$ cat src/rtl/btn_debounce_pkg.sv
// ============================================================================
// btn_debounce_pkg : shared defaults and helpers for the push-button conditioner
// Revision: 1.0
// ============================================================================
`default_nettype none

package btn_debounce_pkg;

   // 10 ms at 50 MHz
   localparam int unsigned BTN_DEBOUNCE_CYCLES = 500000;
   localparam logic        BTN_PRESSED_LEVEL   = 1'b0;

   function automatic logic is_pressed(input logic sample, input logic pressed_level);
      return (sample == pressed_level);
   endfunction

endpackage

`default_nettype wire

$ cat src/rtl/btn_debounce_if.sv
// ============================================================================
// btn_debounce_if : pad/bus side signals of the push-button conditioner
// Revision: 1.0
// ============================================================================
`default_nettype none

interface btn_debounce_if;

   logic btn_raw;
   logic btn_ren;
   logic btn_out;
   logic btn_level;
   logic press_pulse;

   modport master (
      output btn_raw,
      output btn_ren,
      input  btn_out,
      input  btn_level,
      input  press_pulse
   );

   modport slave (
      input  btn_raw,
      input  btn_ren,
      output btn_out,
      output btn_level,
      output press_pulse
   );

endinterface

`default_nettype wire

$ cat src/rtl/btn_debounce_sync_2ff.sv
// ============================================================================
// sync_2ff : 1-bit two-flop synchroniser with configurable reset value
// Revision: 1.0
// ============================================================================
`default_nettype none

module sync_2ff #(
   parameter logic RESET_VAL = 1'b0
) (
   input  wire logic clk,
   input  wire logic rst_n,
   input  wire logic d_i,
   output logic      q_o
);

   logic meta_q;
   logic sync_q;

   always_ff @(posedge clk or negedge rst_n) begin
      if (!rst_n) begin
         meta_q <= RESET_VAL;
         sync_q <= RESET_VAL;
      end else begin
         meta_q <= d_i;
         sync_q <= meta_q;
      end
   end

   assign q_o = sync_q;

endmodule

`default_nettype wire

$ cat src/rtl/btn_debounce.sv
// ============================================================================
// btn_debounce : synchronise, debounce and optionally latch a board push-button
// Optional feature macro: BTN_STICKY_EN (hold a press until the CPU reads it)
// Revision: 1.0
// ============================================================================
`default_nettype none

module btn_debounce
   import btn_debounce_pkg::*;
#(
   parameter int unsigned DEBOUNCE_CYCLES = BTN_DEBOUNCE_CYCLES,
   parameter logic        PRESSED_LEVEL   = BTN_PRESSED_LEVEL
) (
   input  wire logic      clk,
   input  wire logic      rst_n,
   btn_debounce_if.slave  bus
);

   localparam int unsigned      CNT_W   = $clog2(DEBOUNCE_CYCLES);
   localparam logic [CNT_W-1:0] CNT_MAX = CNT_W'(DEBOUNCE_CYCLES - 1);

   typedef enum logic [1:0] {
      RELEASED     = 2'd0,
      WAIT_PRESS   = 2'd1,
      PRESSED      = 2'd2,
      WAIT_RELEASE = 2'd3
   } state_e;

   state_e           state_q, state_d;
   logic [CNT_W-1:0] cnt_q, cnt_d;
   logic             level_q, level_d;
   logic             pulse_q, pulse_d;
   logic             out_q, out_d;
   logic             raw_sync;
   logic             pressed_s;

   sync_2ff #(
      .RESET_VAL (~PRESSED_LEVEL)
   ) u_sync (
      .clk   (clk),
      .rst_n (rst_n),
      .d_i   (bus.btn_raw),
      .q_o   (raw_sync)
   );

   assign pressed_s = is_pressed(raw_sync, PRESSED_LEVEL);

   // The counter only advances below CNT_MAX, so it saturates instead of wrapping
   always_comb begin
      state_d = state_q;
      cnt_d   = cnt_q;
      case (state_q)
         RELEASED: begin
            if (pressed_s) begin
               state_d = WAIT_PRESS;
               cnt_d   = '0;
            end
         end
         WAIT_PRESS: begin
            if (!pressed_s) begin
               state_d = RELEASED;
            end else if (cnt_q == CNT_MAX) begin
               state_d = PRESSED;
            end else begin
               cnt_d = cnt_q + CNT_W'(1);
            end
         end
         PRESSED: begin
            if (!pressed_s) begin
               state_d = WAIT_RELEASE;
               cnt_d   = '0;
            end
         end
         WAIT_RELEASE: begin
            if (pressed_s) begin
               state_d = PRESSED;
            end else if (cnt_q == CNT_MAX) begin
               state_d = RELEASED;
            end else begin
               cnt_d = cnt_q + CNT_W'(1);
            end
         end
         default: begin
            state_d = RELEASED;
            cnt_d   = '0;
         end
      endcase
      level_d = (state_d == PRESSED) || (state_d == WAIT_RELEASE);
      pulse_d = (state_q == WAIT_PRESS) && (state_d == PRESSED);
   end

   always_ff @(posedge clk or negedge rst_n) begin
      if (!rst_n) begin
         state_q <= RELEASED;
         cnt_q   <= '0;
         level_q <= 1'b0;
         pulse_q <= 1'b0;
         out_q   <= 1'b1;
      end else begin
         state_q <= state_d;
         cnt_q   <= cnt_d;
         level_q <= level_d;
         pulse_q <= pulse_d;
         out_q   <= out_d;
      end
   end

`ifdef BTN_STICKY_EN
   logic ren_q;
   logic latch_q, latch_d;
   logic rd_edge;

   // A press and a read landing together keep the latch set so no tap is lost
   always_comb begin
      rd_edge = bus.btn_ren & ~ren_q;
      latch_d = latch_q;
      if (pulse_q) begin
         latch_d = 1'b1;
      end else if (rd_edge) begin
         latch_d = 1'b0;
      end
      out_d = ~(latch_q | level_q);
   end

   always_ff @(posedge clk or negedge rst_n) begin
      if (!rst_n) begin
         ren_q   <= 1'b0;
         latch_q <= 1'b0;
      end else begin
         ren_q   <= bus.btn_ren;
         latch_q <= latch_d;
      end
   end
`else
   logic unused_ren;

   assign unused_ren = bus.btn_ren;

   always_comb begin
      out_d = ~level_q;
   end
`endif

   assign bus.btn_out     = out_q;
   assign bus.btn_level   = level_q;
   assign bus.press_pulse = pulse_q;

endmodule

`default_nettype wire
$ cat src/flat_wrapper.sv
// flat-port wrapper written by rule: the top's interface ports become plain ports
module btn_debounce_flat import btn_debounce_pkg::*;
#(
   parameter int unsigned DEBOUNCE_CYCLES = BTN_DEBOUNCE_CYCLES,
   parameter logic        PRESSED_LEVEL   = BTN_PRESSED_LEVEL
)
  (clk, rst_n, bus_btn_raw, bus_btn_ren, bus_btn_out, bus_btn_level, bus_press_pulse);
  btn_debounce_if bus_i ();
  input  wire logic clk;
  input  wire logic rst_n;
  input wire logic [$bits(bus_i.btn_raw)-1:0] bus_btn_raw;
  input wire logic [$bits(bus_i.btn_ren)-1:0] bus_btn_ren;
  output wire logic [$bits(bus_i.btn_out)-1:0] bus_btn_out;
  output wire logic [$bits(bus_i.btn_level)-1:0] bus_btn_level;
  output wire logic [$bits(bus_i.press_pulse)-1:0] bus_press_pulse;
  assign bus_i.btn_raw = bus_btn_raw;
  assign bus_i.btn_ren = bus_btn_ren;
  assign bus_btn_out = bus_i.btn_out;
  assign bus_btn_level = bus_i.btn_level;
  assign bus_press_pulse = bus_i.press_pulse;
  btn_debounce #(.DEBOUNCE_CYCLES(DEBOUNCE_CYCLES), .PRESSED_LEVEL(PRESSED_LEVEL)) u_core (.clk(clk), .rst_n(rst_n), .bus(bus_i));
endmodule
$ cat config.mk
export PLATFORM = sky130hd
export DESIGN_NAME = btn_debounce_flat
export DESIGN_NICKNAME = d
export VERILOG_FILES = /design/src/rtl/btn_debounce_pkg.sv /design/src/rtl/btn_debounce_if.sv /design/src/rtl/btn_debounce_sync_2ff.sv /design/src/rtl/btn_debounce.sv /design/src/flat_wrapper.sv
export SDC_FILE = /design/constraint.sdc
export NUM_CORES = 1
export LEC_CHECK = 0
export ABC_AREA = 1
export BUFFER_PORTS_ARGS = -buffer_cell sky130_fd_sc_hd__buf_4
export CAP_MARGIN = 20
export CORE_MARGIN = 2
export CORE_UTILIZATION = 55
export CTS_CLUSTER_SIZE = 25
export DETAILED_ROUTE_END_ITERATION = 6
export HOLD_SLACK_MARGIN = 0.06
export MAX_ROUTING_LAYER = met4
export PLACE_DENSITY = 0.78
export SLEW_MARGIN = 25
export SYNTH_ARGS = -nofsm -noshare
export SYNTH_HDL_FRONTEND = slang
export SYNTH_SLANG_ARGS = --single-unit
$ cat constraint.sdc
create_clock -name clk -period 3.8 [get_ports clk]
set_input_delay 0.76 -clock clk [delete_from_list [all_inputs] [get_ports clk]]
set_output_delay 0.76 -clock clk [all_outputs]
set_load 0.02 [all_outputs]
==> out/results.tsv <==
metric	value	unit
ios	7	
cts-resized-gates	0	
drc	1	
regArea	654	µm²
syn_avg_cell_area	7.36	µm²
max-vdd-ir-drop	0.213	mV
violations	DRC	
post_drt_wl_per_cell	13.1	µm
fin_setup_tns	0	ns
synth_area_leader_cell	dfrtp_1	
initial_utilization	0.587	
worstSetupEndpointType	flop	
drtIter0Drc	53	
core	0.00281	mm²
yosysTopAreaCellShare	0.349	
clock_latency	0.33	ns
die-width	58.7	µm
numClockSinks	26	
status	finished, violations left	
cp.required	4.07	ns
synth.top_cells.by_count	nand2_1 (65), nor2_1 (29), inv_1 (24)	
instances_no_fill	258	
synthTopCellsByArea	dfrtp_1 (35%), nand2_1 (15%), nand3_1 (6.7%)	
crit_slowest_cell	dfrtp_1	
post_cts_buffers	0	
dp_hpwl	2.43	mm
port_buffers	5	
critical_path_buf_inv_count	0	
worst_ep_arrival_time	2.09	ns
die_y	58.7	µm
rows	19	
maxCapViolations	0	
crit_family	simple AND/OR/NAND/NOR gates	
hp-class	input pin to asynchronous set/reset pin	
setup_viol	0	
final-max-slew-violation-count	0	
finalHoldViolCount	0	
synth-edff-count	0	
grt_max_degree	27	
syn_area	0.00165	mm²
multi_input_comb_area	823	µm²
htreeDepth	1	
skew	0.0102	ns
fin_util	0.612	
fin_crit_sh	0.480	
ys.flop_type	dfrtp_1	
ctsLongestPathBuffers	2	
grt_usage	0.226	
path_max_fanout	6	
place_congestion	0.957	
yosysSeqAreaShare	0.397	
grt_pass1_vias	1263	
place_inst	254	
drive_gt1_frac	0.128	
setup_slack	1.98	ns
synthesis.instances	224	
ys_types	28	
yosys_register_bits	26	
cts_root_buf	clkbuf_4	
grt_first_pass_wirelength	5.80	mm
grt_setup_unrepaired	false	
max_slew_margin	0.599	
slowest_delay	0.46	ns
cts_buffers	3	
cts_hold_buffers	0	
overflow	0	
area_growth	4.18	%
tightest_slew	0.602	ns
die-area	0.00345	mm²
crit_chain	ha_1, nand2_2, nor3_1, or2_2, nand3_1, o21ai_2	
vias	1392	
yosysWarnings	0	
p_per_area	300	mW/mm²
startpoint_type	flop	
max_freq	549	MHz
syn-num-nets	229	
final_nets	233	
postRouteAntennaNets	0	
dr.pass1.iters	6	
synth_most_common_cell	nand2_1	
grt_antenna_before_repair	0	
ys_async_sr_fraction	1.00	
finalCriticalPeriod	1.82	ns
via_per_inst	5.40	
p_leak	0.688	nW
cts_tree	yes	
wl	3.38	mm
pre_cts_ws	2.01	ns
criticalPathCategory	flop to flop	
antenna_cells	0	
fill_cells	260	
path_clk_slew	0.15	ns
## layer usage
metal | vias up | global-route usage | wire, µm
met1 | 630 | 0.320 | 1730
met4 | 0 | 0.0812 | 61
met5 | - | - | 0
met3 | 7 | 0.0220 | 95
met2 | 24 | 0.340 | 1490
li1 | 731 | - | -
## final timing paths
kind / startpoint / end / slack [ns] / depth (start not counted)
max reg2reg: u_core.cnt_q[0] / u_core.cnt_q[6] / 1.98 / 6
min reg2reg: u_core.u_sync.meta_q / u_core.u_sync.q_o / 0.37 / 0
min in group clk: u_core.u_sync.meta_q / u_core.u_sync.q_o / 0.37 / 0
max in group asynchronous: rst_n / u_core.u_sync.meta_q / 3.19 / 1
max: u_core.cnt_q[0] / u_core.cnt_q[6] / 1.98 / 6
min: rst_n / u_core.cnt_q[13] / 0.30 / 1
## placed cells by master (no fill, tap or decap)
master     count
o21ai_0        4
nand2_2        1
nand3_1       22
nand4_1       11
inv_2          1
o21ai_1        6
clkinv_8       1
nor2_8         1
dfstp_2        3
xor2_1         3
nor3_1         5
bufinv_16      1
or2_2          1
dfrtp_1       23
nor2_4         2
nand2_1       65
xnor2_1        1
clkbuf_4       3
ha_1           1
a21oi_1        3
inv_1         24
nand3b_1       1
nor2_1        29
o21ai_2        9
nand4_2        1
buf_4          5
## per-stage QoR
stage / hold WS, ns / instance area (µm²) / total power (W)
final: 0.299 / 1720 / 0.000514
after global routing: 0.316 / 1720 / 0.000532
after CTS: 0.307 / 1720 / 0.000517
after detailed placement: 0.349 / 1660 / 0.000325
after global placement: 0.345 / 1660 / 0.000325
after floorplan: 0.345 / 1650 / 0.000318
## flip-flops by register name, indices dropped and copies added, names as in the netlist
signal                  cells
u_core.cnt_q               19
u_core.state_q              2
u_core.bus.btn_level        1
u_core.bus.btn_out          1
u_core.bus.press_pulse      1
u_core.u_sync.meta_q        1
u_core.u_sync.q_o           1
## worst register-to-register path, delay by kind of cell, from the launching register on
| kind | cells | cell delay [ns] |
|---|---|---|
| flops | 1 | 0.46 |
| fa+ha+maj | 1 | 0.29 |
| compound gates | 1 | 0.15 |
| simple gates | 4 | 0.85 |
## cells by family after synthesis
| family | synth area share |
|---|---|
| flops | 0.397 |
| simple gates | 0.383 |
| compound gates | 0.0873 |
| buf+inv | 0.103 |
| xor+xnor | 0.0213 |
| fa+ha+maj | 0.00759 |
## cell type report
cell class	count	share of cell area
sequential	26	0.381
multi-input combinational	166	0.480
timing repair buffer	5	0.0219
clock buffer	3	0.0131
inverter	26	0.0641
clock inverter	1	0.0175
tap	31	0.0226
## power breakdown
group	internal (W)	switching (W)	leakage, nW
clock	0.000107	0.0000877	0.0279
sequential	0.000283	0.00000864	0.349
combinational	0.00000776	0.0000206	0.312
(Power assumes the default switching activity.)
